### src/rtl/pipe_stage_reg.sv
// pipe_stage_reg: handshaked pipeline stage register with optional skid entry, flush and stall counter.
module pipe_stage_reg #(
    parameter int DATA_W = 128,
    parameter int CTRL_W = 9,
    parameter int SKID   = 1,
    parameter int CNT_W  = 16
) (
    input  logic              clk,
    input  logic              reset,
    input  logic              in_valid,
    output logic              in_ready,
    input  logic [DATA_W-1:0] in_data,
    input  logic [CTRL_W-1:0] in_ctrl,
    input  logic              flush,
    output logic              out_valid,
    input  logic              out_ready,
    output logic [DATA_W-1:0] out_data,
    output logic [CTRL_W-1:0] out_ctrl,
    output logic [1:0]        occupancy,
    input  logic              clr_cnt,
    output logic [CNT_W-1:0]  stall_cnt
);
    typedef enum logic [1:0] {EMPTY = 2'b00, HALF = 2'b01, FULL = 2'b11} state_e;
    logic              mv_q, mv_d, sv_q, sv_d;
    logic [DATA_W-1:0] md_q, md_d, sd_q, sd_d;
    logic [CTRL_W-1:0] mc_q, mc_d, sc_q, sc_d;
    logic [CNT_W-1:0]  st_q, st_d;
    logic              xi, xo;
    state_e            state;
    assign state     = state_e'({sv_q, mv_q});
    assign in_ready  = (SKID != 0) ? !sv_q : (out_ready || !mv_q);
    assign xi        = in_valid && in_ready;
    assign xo        = mv_q && out_ready;
    assign out_valid = mv_q;
    assign out_data  = md_q;
    assign out_ctrl  = mc_q;
    assign occupancy = 2'(mv_q) + 2'(sv_q);
    assign stall_cnt = st_q;
    always_comb begin
        mv_d = mv_q;
        sv_d = sv_q;
        md_d = md_q;
        mc_d = mc_q;
        sd_d = sd_q;
        sc_d = sc_q;
        if (flush) begin
            mv_d = 1'b0;
            sv_d = 1'b0;
            mc_d = '0;
            sc_d = '0;
        end else if (state == FULL) begin
            if (xo) begin
                md_d = sd_q;
                mc_d = sc_q;
                sv_d = 1'b0;
                sc_d = '0;
            end
        end else if (state == EMPTY || out_ready) begin
            // main is free or drains this edge: it takes the offered beat or becomes a bubble
            mv_d = in_valid;
            md_d = in_valid ? in_data : md_q;
            mc_d = in_valid ? in_ctrl : '0;
        end else if (xi) begin
            sv_d = 1'b1;
            sd_d = in_data;
            sc_d = in_ctrl;
        end
        st_d = clr_cnt ? '0 : (mv_q && !out_ready && !(&st_q)) ? st_q + CNT_W'(1) : st_q;
    end
    always_ff @(posedge clk or posedge reset) begin
        if (reset) begin
            mv_q <= 1'b0;
            sv_q <= 1'b0;
            md_q <= '0;
            mc_q <= '0;
            sd_q <= '0;
            sc_q <= '0;
            st_q <= '0;
        end else begin
            mv_q <= mv_d;
            sv_q <= sv_d;
            md_q <= md_d;
            mc_q <= mc_d;
            sd_q <= sd_d;
            sc_q <= sc_d;
            st_q <= st_d;
        end
    end
endmodule

### config.mk
export PLATFORM = sky130hd
export DESIGN_NAME = pipe_stage_reg
export DESIGN_NICKNAME = d
export VERILOG_FILES = /design/src/rtl/pipe_stage_reg.sv
export SDC_FILE = /design/constraint.sdc
export NUM_CORES = 1
export LEC_CHECK = 0
export CAP_MARGIN = 20
export CELL_PAD_IN_SITES_DETAIL_PLACEMENT = 2
export CELL_PAD_IN_SITES_GLOBAL_PLACEMENT = 2
export CORE_MARGIN = 4
export CORE_UTILIZATION = 35
export CTS_BUF_LIST = sky130_fd_sc_hd__clkbuf_4 sky130_fd_sc_hd__clkbuf_8
export DETAILED_ROUTE_END_ITERATION = 8
export GPL_TIMING_DRIVEN = 1
export HOLD_SLACK_MARGIN = 0.06
export PLACE_DENSITY = 0.85
export SETUP_SLACK_MARGIN = 0.4
export SLEW_MARGIN = 15
export SYNTH_ARGS = -nofsm -noshare
export SYNTH_HDL_FRONTEND = slang
export SYNTH_SLANG_ARGS = --single-unit
### constraint.sdc
create_clock -name clk -period 13.1 [get_ports clk]
set_input_delay 1.965 -clock clk [delete_from_list [all_inputs] [get_ports clk]]
set_output_delay 1.965 -clock clk [all_outputs]
set_load 0.02 [all_outputs]
==> impl_metrics.yaml <==
worst_setup_path:
  crit_family: "simple AND/OR/NAND/NOR gates"
  cpMaxStageDelayCell: "nor2b_1"
  max_stage_delay_ns: 0.76
  start_kind: "primary input"
  worstPathMaxFanout: 52
  cp-end-kind: "register"
  crit_path_frequent_cell: "nor2b_1"
  required_ns: 13.56
  reg2regPathDepth: 7
  crit_buf_inv: 2
  worstSetupPathType: "primary input to register"
  path_depth: 6
  critical_path_arrival_ns: 5.20
  worstPathCellList: "clkdlybuf4s50_1 -> nor2b_1 -> nor2b_1 -> and2_4 -> buf_4 -> mux2_2"
power:
  power_switching_mw: 0.822
  internal_power_mw: 2.09
  p_sw_frac: 0.283
  p_per_area_nw_per_um2: 167
  p_clk_frac: 0.339
  p_comb_frac: 0.229
  power_mw: 2.91
  seqPwrFrac: 0.432
  vdd_drop_max_mv: 0.0993
  power_leakage_nw: 7.20
global_route:
  grt_use_total: 0.191
  grt_pass1_wl_mm: 59.6
  grt_pass1_vias: 9999
  overflow: 0
  grt_antenna_before_repair: 4
  grt_max_degree: 84
cells_and_area:
  nets: 1321
  drive_above_1_share: 0.411
  utilization: 0.488
  layout_common_cells: "mux2_2, clkdlybuf4s50_1, dfrtp_1, clkbuf_8, a21oi_1"
  stdcell_count: 1682
  final_common_cell: "mux2_2"
  fillerInstances: 3396
  syn_to_final_growth_pct: 36.7
  final_cell_area_um2: 17500
yosys:
  ys_warn_count: 0
  synthArstFlopShare: 1.00
  synthesis.area_um2: 12800
  synth_flop_cell: "dfrtp_1"
  synth_nets: 1007
  syn_inst: 861
  ys_ff_latch: 292
  synth_largest_area_cell: "dfrtp_1"
  yosysUniqueCellTypes: 40
  synth.top_cell.area_share: 0.572
  synthTopCellsByArea: "dfrtp_1, mux2_2, buf_4, a21oi_1, buf_2"
  syn_area_per_cell_um2: 14.8
  ys_seq_area_frac: 0.572
  synth_edf_count: 0
clock_network:
  ctsHtreeMaxLevel: 2
  cts_buffers: 54
  post-cts-setup-buffers: 0
  clkLatencyLatePin_ns: 0.59
  cts_resized: 0
  clkSinkCount: 292
  clkTransAtPathRegs_ns: 0.06
  cts_tree: "yes"
  hold_buffers: 0
  root_buffer: "clkbuf_8"
  clockBufferDepth: 3
drt:
  drc: 0
  dr_total_vias: 8518
  ant_nets: 0
  drt-initial-drc-count: 167
  via_per_inst: 5.06
  avgRoutedWirePerCell_um: 23.2
  firstDrtPassIters: 4
  wl_mm: 39.0
die:
  coreArea_um2: 35700
  dieHeight_um: 199
  rows: 69
  die-area_um2: 39600
  ios: 300
  die_x_um: 199
  start_util: 0.357
timing:
  relSlewSlack: 0.334
  setup_viol: 0
  rsz0062_at_grt: "no"
  fin_crit_sh: 0.361
  setup_slack_ns: 8.36
  final-hold-violation-count: 0
  min_period_ns: 4.74
  finalSetupTns_ns: 0
  fmax_mhz: 211
  tightest_slew_ns: 1.00
  slew_viol_final: 0
  hold_ws_ns: 0.488
  clock-skew-final_ns: 0.0169
placement:
  numPlacedInstances: 1579
  place_area_um2: 16200
  gp_congestion: 0.729
  io_buffers: 299
  dp_slack_ns: 7.76
  hpwl_mm: 25.0
job:
  drv_cap: 0
outcome:
  status: "complete, no violations"
min_path:
  hp-class: "register to register"
  hold_path_depth: 1
## flip-flops by register name (all words and copies together), names as in the netlist
name / cells
stall_cnt: 16
sd_q: 128
out_valid: 1
out_data: 128
sc_q: 9
sv_q: 1
out_ctrl: 9
## power groups by stage
| stage | Combinational [mW] | Sequential [mW] | Clock, mW |
|---|---|---|---|
| 3_5_place_dp | 0.667 | 1.26 | 0 |
| 5_1_grt | 0.713 | 1.28 | 1.07 |
| 3_3_place_gp | 0.640 | 1.24 | 0 |
| 2_1_floorplan | 0.263 | 1.33 | 0 |
| 6_report | 0.667 | 1.26 | 0.986 |
| 4_1_cts | 0.678 | 1.26 | 1.02 |
## cell usage after synthesis, types with 2 or more instances
library cell and n:
nor2_1 18, a22oi_1 9, nand3_1 5, a22o_1 9
or3_1 4, buf_2 20, mux2_1 6, clkbuf_1 15
nand2b_1 3, mux2i_1 3, dfrtp_1 292, inv_1 4
mux2_2 380, nand2_1 6, buf_4 16, o31ai_1 3
o21ai_0 9, or4_1 4, ha_1 3, nor2b_1 6
nor3_1 6, a21oi_1 20, nand4_1 2, nor4_1 2
## worst paths after layout
kind	startpoint	end	slack, ns
max reg2reg	out_valid$_DFFE_PP0P_	sd_q[68]$_DFFE_PP0P_	8.87
max	in_valid	sd_q[68]$_DFFE_PP0P_	8.36
min reg2reg	sd_q[43]$_DFFE_PP0P_	sd_q[43]$_DFFE_PP0P_	0.49
max in group asynchronous	reset	sd_q[24]$_DFFE_PP0P_	9.07
min	sd_q[43]$_DFFE_PP0P_	sd_q[43]$_DFFE_PP0P_	0.49
min in group asynchronous	reset	sd_q[125]$_DFFE_PP0P_	1.88
## metal layers
metal  routed length (µm)  part of all wire  track usage  up-vias
li1                     -                 -            -     3763
met1                15400              0.39        0.224     4451
met2                20400              0.52        0.341      230
met3                 2260             0.058       0.0537       72
met4                 1030             0.026       0.0583        2
met5                   13           0.00033            0        -
## area by class of cell
cell class                      count  area (µm²)  share of cell area
Inverter                            4        22.5             0.00129
Tap cell                          461         577              0.0331
Antenna cell                        3        7.51            0.000430
Multi-Input combinational cell    513        5200               0.298
Sequential cell                   292        7310               0.419
Timing Repair Buffer              310        3100               0.178
Clock inverter                     14         145             0.00832
Clock buffer                       85        1090              0.0624
## logic make-up (layout without fill, tap and decap cells)
kind of cell,after synthesis,in the layout,synth area share
xor+xnor,1,1,0.000686
flops,292,292,0.572
other cells,0,3,0
fa+ha+maj,3,3,0.00294
simple gates,63,63,0.0284
compound gates,57,57,0.0297
buf+inv,56,413,0.0231
mux,389,389,0.343
No activity file was read; power rests on OpenSTA's default activity.
